File: src/rtl/inst_feeder_if.sv
// Word-stream input plus instruction FIFO head/pop toward topcontrol.
interface inst_feeder_if #(
    parameter int unsigned INST_LEN = 220,
    parameter int unsigned WORD_LEN = 32
);
    logic                in_valid;
    logic                in_ready;
    logic [WORD_LEN-1:0] in_data;
    logic [INST_LEN-1:0] instruct;
    logic                inst_empty;
    logic                inst_req;

    modport master (
        output in_valid, in_data, inst_req,
        input  in_ready, instruct, inst_empty
    );

    modport slave (
        input  in_valid, in_data, inst_req,
        output in_ready, instruct, inst_empty
    );
endinterface

File: src/rtl/inst_feeder.sv
// Assembles fixed-length instructions from a 32-bit word stream into a small FIFO
// and counts out one program of inst_total instructions per start.
module inst_feeder #(
    parameter int unsigned INST_LEN   = 220,
    parameter int unsigned WORD_LEN   = 32,
    parameter int unsigned FIFO_DEPTH = 4,
    parameter int unsigned CNT_LEN    = 16
) (
    input  logic               clk,
    input  logic               rst_n,
    input  logic               start,
    input  logic [CNT_LEN-1:0] inst_total,
    output logic               busy,
    output logic               done,
    inst_feeder_if.slave       bus
);
    localparam int unsigned WORDS = (INST_LEN + WORD_LEN - 1) / WORD_LEN;
    localparam int unsigned ASM_W = WORDS * WORD_LEN;
    localparam int unsigned WCW   = (WORDS > 1) ? $clog2(WORDS) : 1;
    localparam int unsigned AW    = (FIFO_DEPTH > 1) ? $clog2(FIFO_DEPTH) : 1;
    localparam int unsigned PW    = AW + 1;

    localparam logic [WCW-1:0] LAST_WORD = WCW'(WORDS - 1);
    localparam logic [PW-1:0]  FULL_OCC  = PW'(FIFO_DEPTH);

    localparam logic [1:0] S_IDLE  = 2'd0;
    localparam logic [1:0] S_LOAD  = 2'd1;
    localparam logic [1:0] S_DRAIN = 2'd2;
    localparam logic [1:0] S_DONE  = 2'd3;

    logic [1:0]          state, state_n;
    logic [WCW-1:0]      word_cnt, word_cnt_n;
    logic [CNT_LEN-1:0]  remain_load, remain_load_n;
    logic [CNT_LEN-1:0]  remain_pop, remain_pop_n;
    logic [ASM_W-1:0]    asm_q, asm_n;
    logic [INST_LEN-1:0] push_data;
    logic [PW-1:0]       wr_ptr, wr_ptr_n, rd_ptr, rd_ptr_n, occ_n;
    logic [INST_LEN-1:0] mem [FIFO_DEPTH];

    logic inst_req_d;
    logic in_ready_q, in_ready_n;
    logic busy_q, busy_n;
    logic done_q, done_n;
    logic fifo_empty, fifo_full;
    logic xfer, push, pop_evt, pop;

    assign fifo_empty = (wr_ptr == rd_ptr);
    assign fifo_full  = (PW'(wr_ptr - rd_ptr) == FULL_OCC);

    // in_ready_q already folds in the full check, so a last-word transfer is always a legal push
    assign xfer    = bus.in_valid && in_ready_q;
    assign push    = xfer && (word_cnt == LAST_WORD);
    assign pop_evt = bus.inst_req && !inst_req_d;
    assign pop     = pop_evt && !fifo_empty;

    // Next-state, datapath and registered-output decode
    always_comb begin
        state_n       = state;
        word_cnt_n    = word_cnt;
        remain_load_n = remain_load;
        remain_pop_n  = pop ? (remain_pop - CNT_LEN'(1)) : remain_pop;
        asm_n         = asm_q;
        wr_ptr_n      = push ? (wr_ptr + PW'(1)) : wr_ptr;
        rd_ptr_n      = pop  ? (rd_ptr + PW'(1)) : rd_ptr;

        if (xfer) begin
            for (int k = 0; k < int'(WORDS); k++) begin
                if (word_cnt == WCW'(k)) begin
                    asm_n[k*WORD_LEN +: WORD_LEN] = bus.in_data;
                end
            end
            word_cnt_n = push ? '0 : (word_cnt + WCW'(1));
        end
        push_data = asm_n[INST_LEN-1:0];

        case (state)
            S_IDLE: begin
                if (start) begin
                    remain_load_n = inst_total;
                    remain_pop_n  = inst_total;
                    word_cnt_n    = '0;
                    state_n       = (inst_total == '0) ? S_DONE : S_LOAD;
                end
            end
            S_LOAD: begin
                if (push) begin
                    remain_load_n = remain_load - CNT_LEN'(1);
                    if (remain_load == CNT_LEN'(1)) begin
                        state_n = S_DRAIN;
                    end
                end
            end
            S_DRAIN: begin
                if (remain_pop == '0) begin
                    state_n = S_DONE;
                end
            end
            default: begin
                state_n = S_IDLE;
            end
        endcase

        // Outputs are registered, so they are derived from the post-edge values
        occ_n      = PW'(wr_ptr_n - rd_ptr_n);
        in_ready_n = (state_n == S_LOAD) && ((word_cnt_n != LAST_WORD) || (occ_n != FULL_OCC));
        busy_n     = (state_n == S_LOAD) || (state_n == S_DRAIN);
        done_n     = (state_n == S_DONE);
    end

    // State register
    always_ff @(posedge clk) begin
        if (!rst_n) begin
            state <= S_IDLE;
        end else begin
            state <= state_n;
        end
    end

    // Counters, assembly register, FIFO storage and output flops
    always_ff @(posedge clk) begin
        if (!rst_n) begin
            word_cnt    <= '0;
            remain_load <= '0;
            remain_pop  <= '0;
            asm_q       <= '0;
            wr_ptr      <= '0;
            rd_ptr      <= '0;
            inst_req_d  <= 1'b0;
            in_ready_q  <= 1'b0;
            busy_q      <= 1'b0;
            done_q      <= 1'b0;
            for (int i = 0; i < int'(FIFO_DEPTH); i++) begin
                mem[i] <= '0;
            end
        end else begin
            word_cnt    <= word_cnt_n;
            remain_load <= remain_load_n;
            remain_pop  <= remain_pop_n;
            asm_q       <= asm_n;
            wr_ptr      <= wr_ptr_n;
            rd_ptr      <= rd_ptr_n;
            inst_req_d  <= bus.inst_req;
            in_ready_q  <= in_ready_n;
            busy_q      <= busy_n;
            done_q      <= done_n;
            if (push) begin
                mem[wr_ptr[AW-1:0]] <= push_data;
            end
        end
    end

    assign bus.in_ready   = in_ready_q;
    assign bus.instruct   = mem[rd_ptr[AW-1:0]];
    assign bus.inst_empty = fifo_empty;
    assign busy           = busy_q;
    assign done           = done_q;

    // A pop request against an empty FIFO indicates a controller bug
    a_no_empty_pop: assert property (@(posedge clk) disable iff (!rst_n) !(pop_evt && fifo_empty));
endmodule

File: src/flat_wrapper.sv
// flat-port wrapper written by rule: the top's interface ports become plain ports
module inst_feeder_flat 
#(
    parameter int unsigned INST_LEN   = 220,
    parameter int unsigned WORD_LEN   = 32,
    parameter int unsigned FIFO_DEPTH = 4,
    parameter int unsigned CNT_LEN    = 16
)
  (clk, rst_n, start, inst_total, busy, done, bus_in_valid, bus_in_data, bus_inst_req, bus_in_ready, bus_instruct, bus_inst_empty);
  inst_feeder_if #(.INST_LEN(INST_LEN), .WORD_LEN(WORD_LEN)) bus_i ();
  input  logic clk;
  input  logic rst_n;
  input  logic start;
  input  logic [CNT_LEN-1:0] inst_total;
  output logic busy;
  output logic done;
  input wire logic [$bits(bus_i.in_valid)-1:0] bus_in_valid;
  input wire logic [$bits(bus_i.in_data)-1:0] bus_in_data;
  input wire logic [$bits(bus_i.inst_req)-1:0] bus_inst_req;
  output wire logic [$bits(bus_i.in_ready)-1:0] bus_in_ready;
  output wire logic [$bits(bus_i.instruct)-1:0] bus_instruct;
  output wire logic [$bits(bus_i.inst_empty)-1:0] bus_inst_empty;
  assign bus_i.in_valid = bus_in_valid;
  assign bus_i.in_data = bus_in_data;
  assign bus_i.inst_req = bus_inst_req;
  assign bus_in_ready = bus_i.in_ready;
  assign bus_instruct = bus_i.instruct;
  assign bus_inst_empty = bus_i.inst_empty;
  inst_feeder #(.INST_LEN(INST_LEN), .WORD_LEN(WORD_LEN), .FIFO_DEPTH(FIFO_DEPTH), .CNT_LEN(CNT_LEN)) u_core (.clk(clk), .rst_n(rst_n), .start(start), .inst_total(inst_total), .busy(busy), .done(done), .bus(bus_i));
endmodule
File: config.mk
export PLATFORM = sky130hd
export DESIGN_NAME = inst_feeder_flat
export DESIGN_NICKNAME = d
export VERILOG_FILES = /design/src/rtl/inst_feeder_if.sv /design/src/rtl/inst_feeder.sv /design/src/flat_wrapper.sv
export SDC_FILE = /design/constraint.sdc
export NUM_CORES = 2
export LEC_CHECK = 0
export ABC_AREA = 1
export CAP_MARGIN = 25
export CORE_MARGIN = 5
export CORE_UTILIZATION = 59
export DETAILED_ROUTE_END_ITERATION = 8
export PLACE_DENSITY = 0.79
export SLEW_MARGIN = 15
export SYNTH_ARGS = -nofsm -noshare
export SYNTH_HDL_FRONTEND = slang
export SYNTH_SLANG_ARGS = --single-unit
File: constraint.sdc
create_clock -name clk -period 30.3 [get_ports clk]
set_input_delay 6.06 -clock clk [delete_from_list [all_inputs] [get_ports clk]]
set_output_delay 6.06 -clock clk [all_outputs]
set_load 0.1 [all_outputs]
# [Word level (Yosys, flattened, before mapping)]
# Memory sizes are Yosys's and may differ from the RTL's. A register that Yosys moved wholly into a read port is not among the register bits.
# Cells that the tools add are included.
[totals] mem_bits_rw=880 in_bits=53 n_memories=1 regBits=267
[memory_table] memory="u_core.mem" words=4 word_bits=220 rd=1 rd_ports_with_merged_regs=1 write_ports=4 line="inst_feeder.sv:38" text="logic [INST_LEN-1:0] mem [FIFO_DEPTH];"
[classes] eq_ne=17 reduce_logical=16 add_sub_neg=6 n_mux=34
[ops] cell="$mux 220" n=2
[ops] cell="$reduce_or 220->1" n=1
[ops] cell="$mux 32" n=6
[ops] cell="$mux 16" n=5
[ops] cell="$logic_not 16->1" n=2
[ops] cell="$pmux 16 s2" n=1
[ops] cell="$sub 16x1->16 const B" n=2
[ops] cell="$mux 28" n=1
[ops] cell="$mux 3" n=6
[ops] cell="$eq 16x1->1 const B" n=1
[ops] cell="$mux 2" n=7
[ops] cell="$add 3x1->3 const B" n=3
[ops] cell="$eq 3x3->1 const B" n=3
[ops] cell="$eq 2x2->1 const B" n=3
[ops] cell="$eq 3x2->1 const B" n=2
[ops] cell="$ne 3x3->1 const B" n=2
[ops] cell="$pmux 2 s3" n=1
[ops] cell="$logic_and 1x1->1" n=5
[ops] cell="$mux 1" n=5
[ops] cell="$eq 2x1->1 const B" n=2
[ops] cell="$eq 3x1->1 const B" n=1
[ops] cell="$eq 3x3->1" n=1
[ops] cell="$logic_not 3->1" n=1
[ops] cell="$reduce_and 3->1" n=1
[ops] cell="7 further kinds" n=9

# [Logic depth before layout (Yosys ltp)]
[logic_depth] word_depth=9 depth_mapped=20 mapped_depth_nobuf=18

# [Worst setup path after synthesis]
# No wires, ideal clock.
[synth_path] kind="input -> register" from="input port bus_in_valid" to="memory u_core.mem[3][0] (enable)" slack_ns=6.655 arrival_ns=22.523 path_stages=4 setup_time_ns=1.122 path_cell_list="nand2_2 -> nor2_4 -> inv_2 -> o31ai_1"
[synth_rtl] element="from (decl)" line="flat_wrapper.sv:17" text="input wire logic [$bits(bus_i.in_valid)-1:0] bus_in_valid;"
[synth_rtl] element="to (decl)" line="inst_feeder.sv:38"

==> metrics <==
CP Max Fanout 152; Slew @ Worst Pin 1140 ps; Initial Util 59.5%; vias per inst 6.05; ys async rst share 0%; syn avg cell area 10.2 µm²; crit path from u_core.rd_ptr[0]; met2 routed wirelength 61,300 µm; Final Slew Violations 0; CP Launch Type flop; Detail Placement HPWL 70,900 µm; Routed Antenna Nets 0; CP Class reg -> out; relative slew slack 24.1%; P_leak 19.8 nW; RSZ-0062 raised after global routing no; setup slack, reg-to-reg 24,420 ps; Main synth FF type edfxtp_1; initial antenna violation count 5; Required @ worst endpoint 24,240 ps; Reg2Reg Depth 13; VDD IR max 0.130 mV; Detailed Route WL 132,000 µm; register area share after synthesis 67.6%; Util after Layout 68.3%; routed length on met3 15,500 µm; Iteration-0 DRC Markers 4,762; final setup fails 0; slowest CP cell clkdlybuf4s50_1; layout cells sized above 1 4.82%; die height 290 µm; Final nets 4,703; post-route insts no fill 5,771; Syn. warnings 0; CTS tree done; crit-path max cell delay 1220 ps; filler cell count 5,623; Post-CTS Setup Bufs 0; GP Congestion 0.881; vias 34,900; chip width 290 µm; clk_lat worst skew 670 ps; clk_skew 22.2 ps; crit path capture bus_instruct[205]; # DRC 0; synthesized instance count 4,527; first-pass GRT wire length 195,000 µm; Met1 Routed Length 46,700 µm; H-tree Lvls 3; most used cell, CP buf_4; hold-fix buffers at CTS 0; Worst setup EP type output pin; root buffer cell clkbuf_16; post-cts repair resize count 0; final worst-path cycle share 40.0%; setup TNS 0 ps; Total Power 5.64 mW; status finished, final reports clean; flops & latches, synth 1,119; GR Util All Layers 30.6%; PwrDens 107 mW/mm²; clock-pin transition on the worst setup and hold timing paths 60 ps; hold_ws 476 ps; end of the worst register-to-register path u_core.mem[0][135]; input/output buffers 276; Area Growth Syn to Fin 14.7%; DRT Pass-1 Iters 7; Achievable Freq 82.4 MHz; DP Cell Count 5,564; Tmin final 12,130 ps; Die Area 0.0840 mm²; # rows 102; final hold vios 0; crit path cell chain inv_8 -> buf_4 -> buf_4 -> o21ai_0 -> o22ai_1 -> clkdlybuf4s50_1; global route overflow 0; CTS Buffer Depth 3; worst path arrival time 6070 ps; Hold Path Class reg -> reg; library cells used by synthesis 33; Synth Net Count 4,594; highest routed metal layer met5; vias in the first global route 33,300; core area 0.0776 mm²; num ports 277; Inserted Clock Buffers 107; Synth Cell Area 0.0462 mm²; WL/cell 22.8 µm; max-cap viol count 0; FF-to-FF Start u_core.word_cnt[0]; CTS sink cnt 1,119; largest net degree at the start of global routing 168; number of flops mapped to enable cells by yosys 880
area by class of cell:
type / instances / area (µm²) / share of cell area [%]
Antenna cell: 3 / 7.51 / 0.0142
Clock buffer: 149 / 2950 / 5.56
Clock inverter: 52 / 430 / 0.813
Inverter: 265 / 1020 / 1.92
Multi-Input combinational cell: 2820 / 12700 / 24.0
Sequential cell: 1119 / 31200 / 58.9
Tap cell: 1040 / 1300 / 2.46
Timing Repair Buffer: 323 / 3320 / 6.27
through the flow:
| step | setup WS [ps] | instance area [µm²] |
|---|---|---|
| finish | 18170 | 53000 |
| global route | 17910 | 53000 |
| CTS | 18260 | 52900 |
| detailed placement | 18360 | 49500 |
| global placement | 18370 | 49300 |
| floorplan | 6660 | 46200 |
layout by cell type (no fill, tap or decap), drive strengths merged:
cell type      instances
a21oi                169
nor4                   1
o22ai                221
a221oi                 1
dfxtp                239
clkinvlp               1
o31ai                  1
edfxtp               880
buf                   48
o211ai                 4
clkinv                64
nor3                 101
xor2                  17
inv                  246
nand2                256
bufinv                 6
nand3b                 1
a31oi                  2
diode                  3
a211oi                 3
nand4                  7
nand3                 28
mux2i                 12
nor2                1373
xnor2                  5
clkbuf               149
o21ai                604
ha                    14
clkdlybuf4s50        275
cell usage after synthesis, drive strengths merged, types with 17 or more instances:
master,count,area [µm²]
a21oi,169,846
buf,87,424
clkbuf,236,886
clkinv,21,78.8
dfxtp,239,4780
edfxtp,880,26400
inv,244,916
nand2,256,966
nand3,28,140
nor2,1373,5170
nor3,101,516
o21ai,604,3020
o22ai,221,1380
xor2,17,149
worst min path at each step:
| stage | from | end | cells after the start | slack (ps) |
|---|---|---|---|---|
| CTS | u_core.remain_load[14] | u_core.remain_load[14] | 2 | 480 |
| detailed placement | u_core.remain_load[15] | u_core.remain_load[15] | 2 | 470 |
| global route | u_core.remain_load[14] | u_core.remain_load[14] | 2 | 500 |
| finish | u_core.remain_load[14] | u_core.remain_load[14] | 2 | 480 |
| global placement | u_core.remain_load[14] | u_core.remain_load[14] | 2 | 450 |
| floorplan | u_core.remain_load[14] | u_core.remain_load[14] | 2 | 450 |
kinds of logic after synthesis:
| family | Yosys count | share of synthesized area (%) |
|---|---|---|
| simple gates | 1767 | 14.8 |
| flops | 1119 | 67.6 |
| compound gates | 1005 | 11.5 |
| buf+inv | 588 | 4.99 |
| xor+xnor | 22 | 0.417 |
| fa+ha+maj | 14 | 0.379 |
| mux | 12 | 0.260 |
report_power, final:
group / switching (mW) / internal [mW] / total [mW]
clock network: 0.561 / 0.729 / 1.29
registers: 0.0440 / 1.70 / 1.75
logic: 2.08 / 0.527 / 2.61
flip-flops by register name, indices dropped and copies added (netlist names):
signal / count
u_core.remain_load: 16
u_core.asm_q: 192
u_core.wr_ptr: 3
u_core.state: 2
u_core.inst_req_d: 1
u_core.done: 1
u_core.mem: 880
u_core.remain_pop: 16
u_core.rd_ptr: 3
u_core.busy: 1
u_core.word_cnt: 3
u_core.bus.in_ready: 1
metal layers:
metal / vias up / track usage (%)
met4: 2 / 17.2
met1: 16700 / 39.8
met2: 2209 / 48.9
met5: - / 0
li1: 15700 / -
met3: 341 / 5.70
critical path: cells and delay by family (launching register included):
kind / cells / cell delay (ps)
AOI/OAI and AO/OA: 2 / 620
buffers and inverters: 4 / 3770
DFF: 1 / 650
Power figures use the tool's default switching activity.
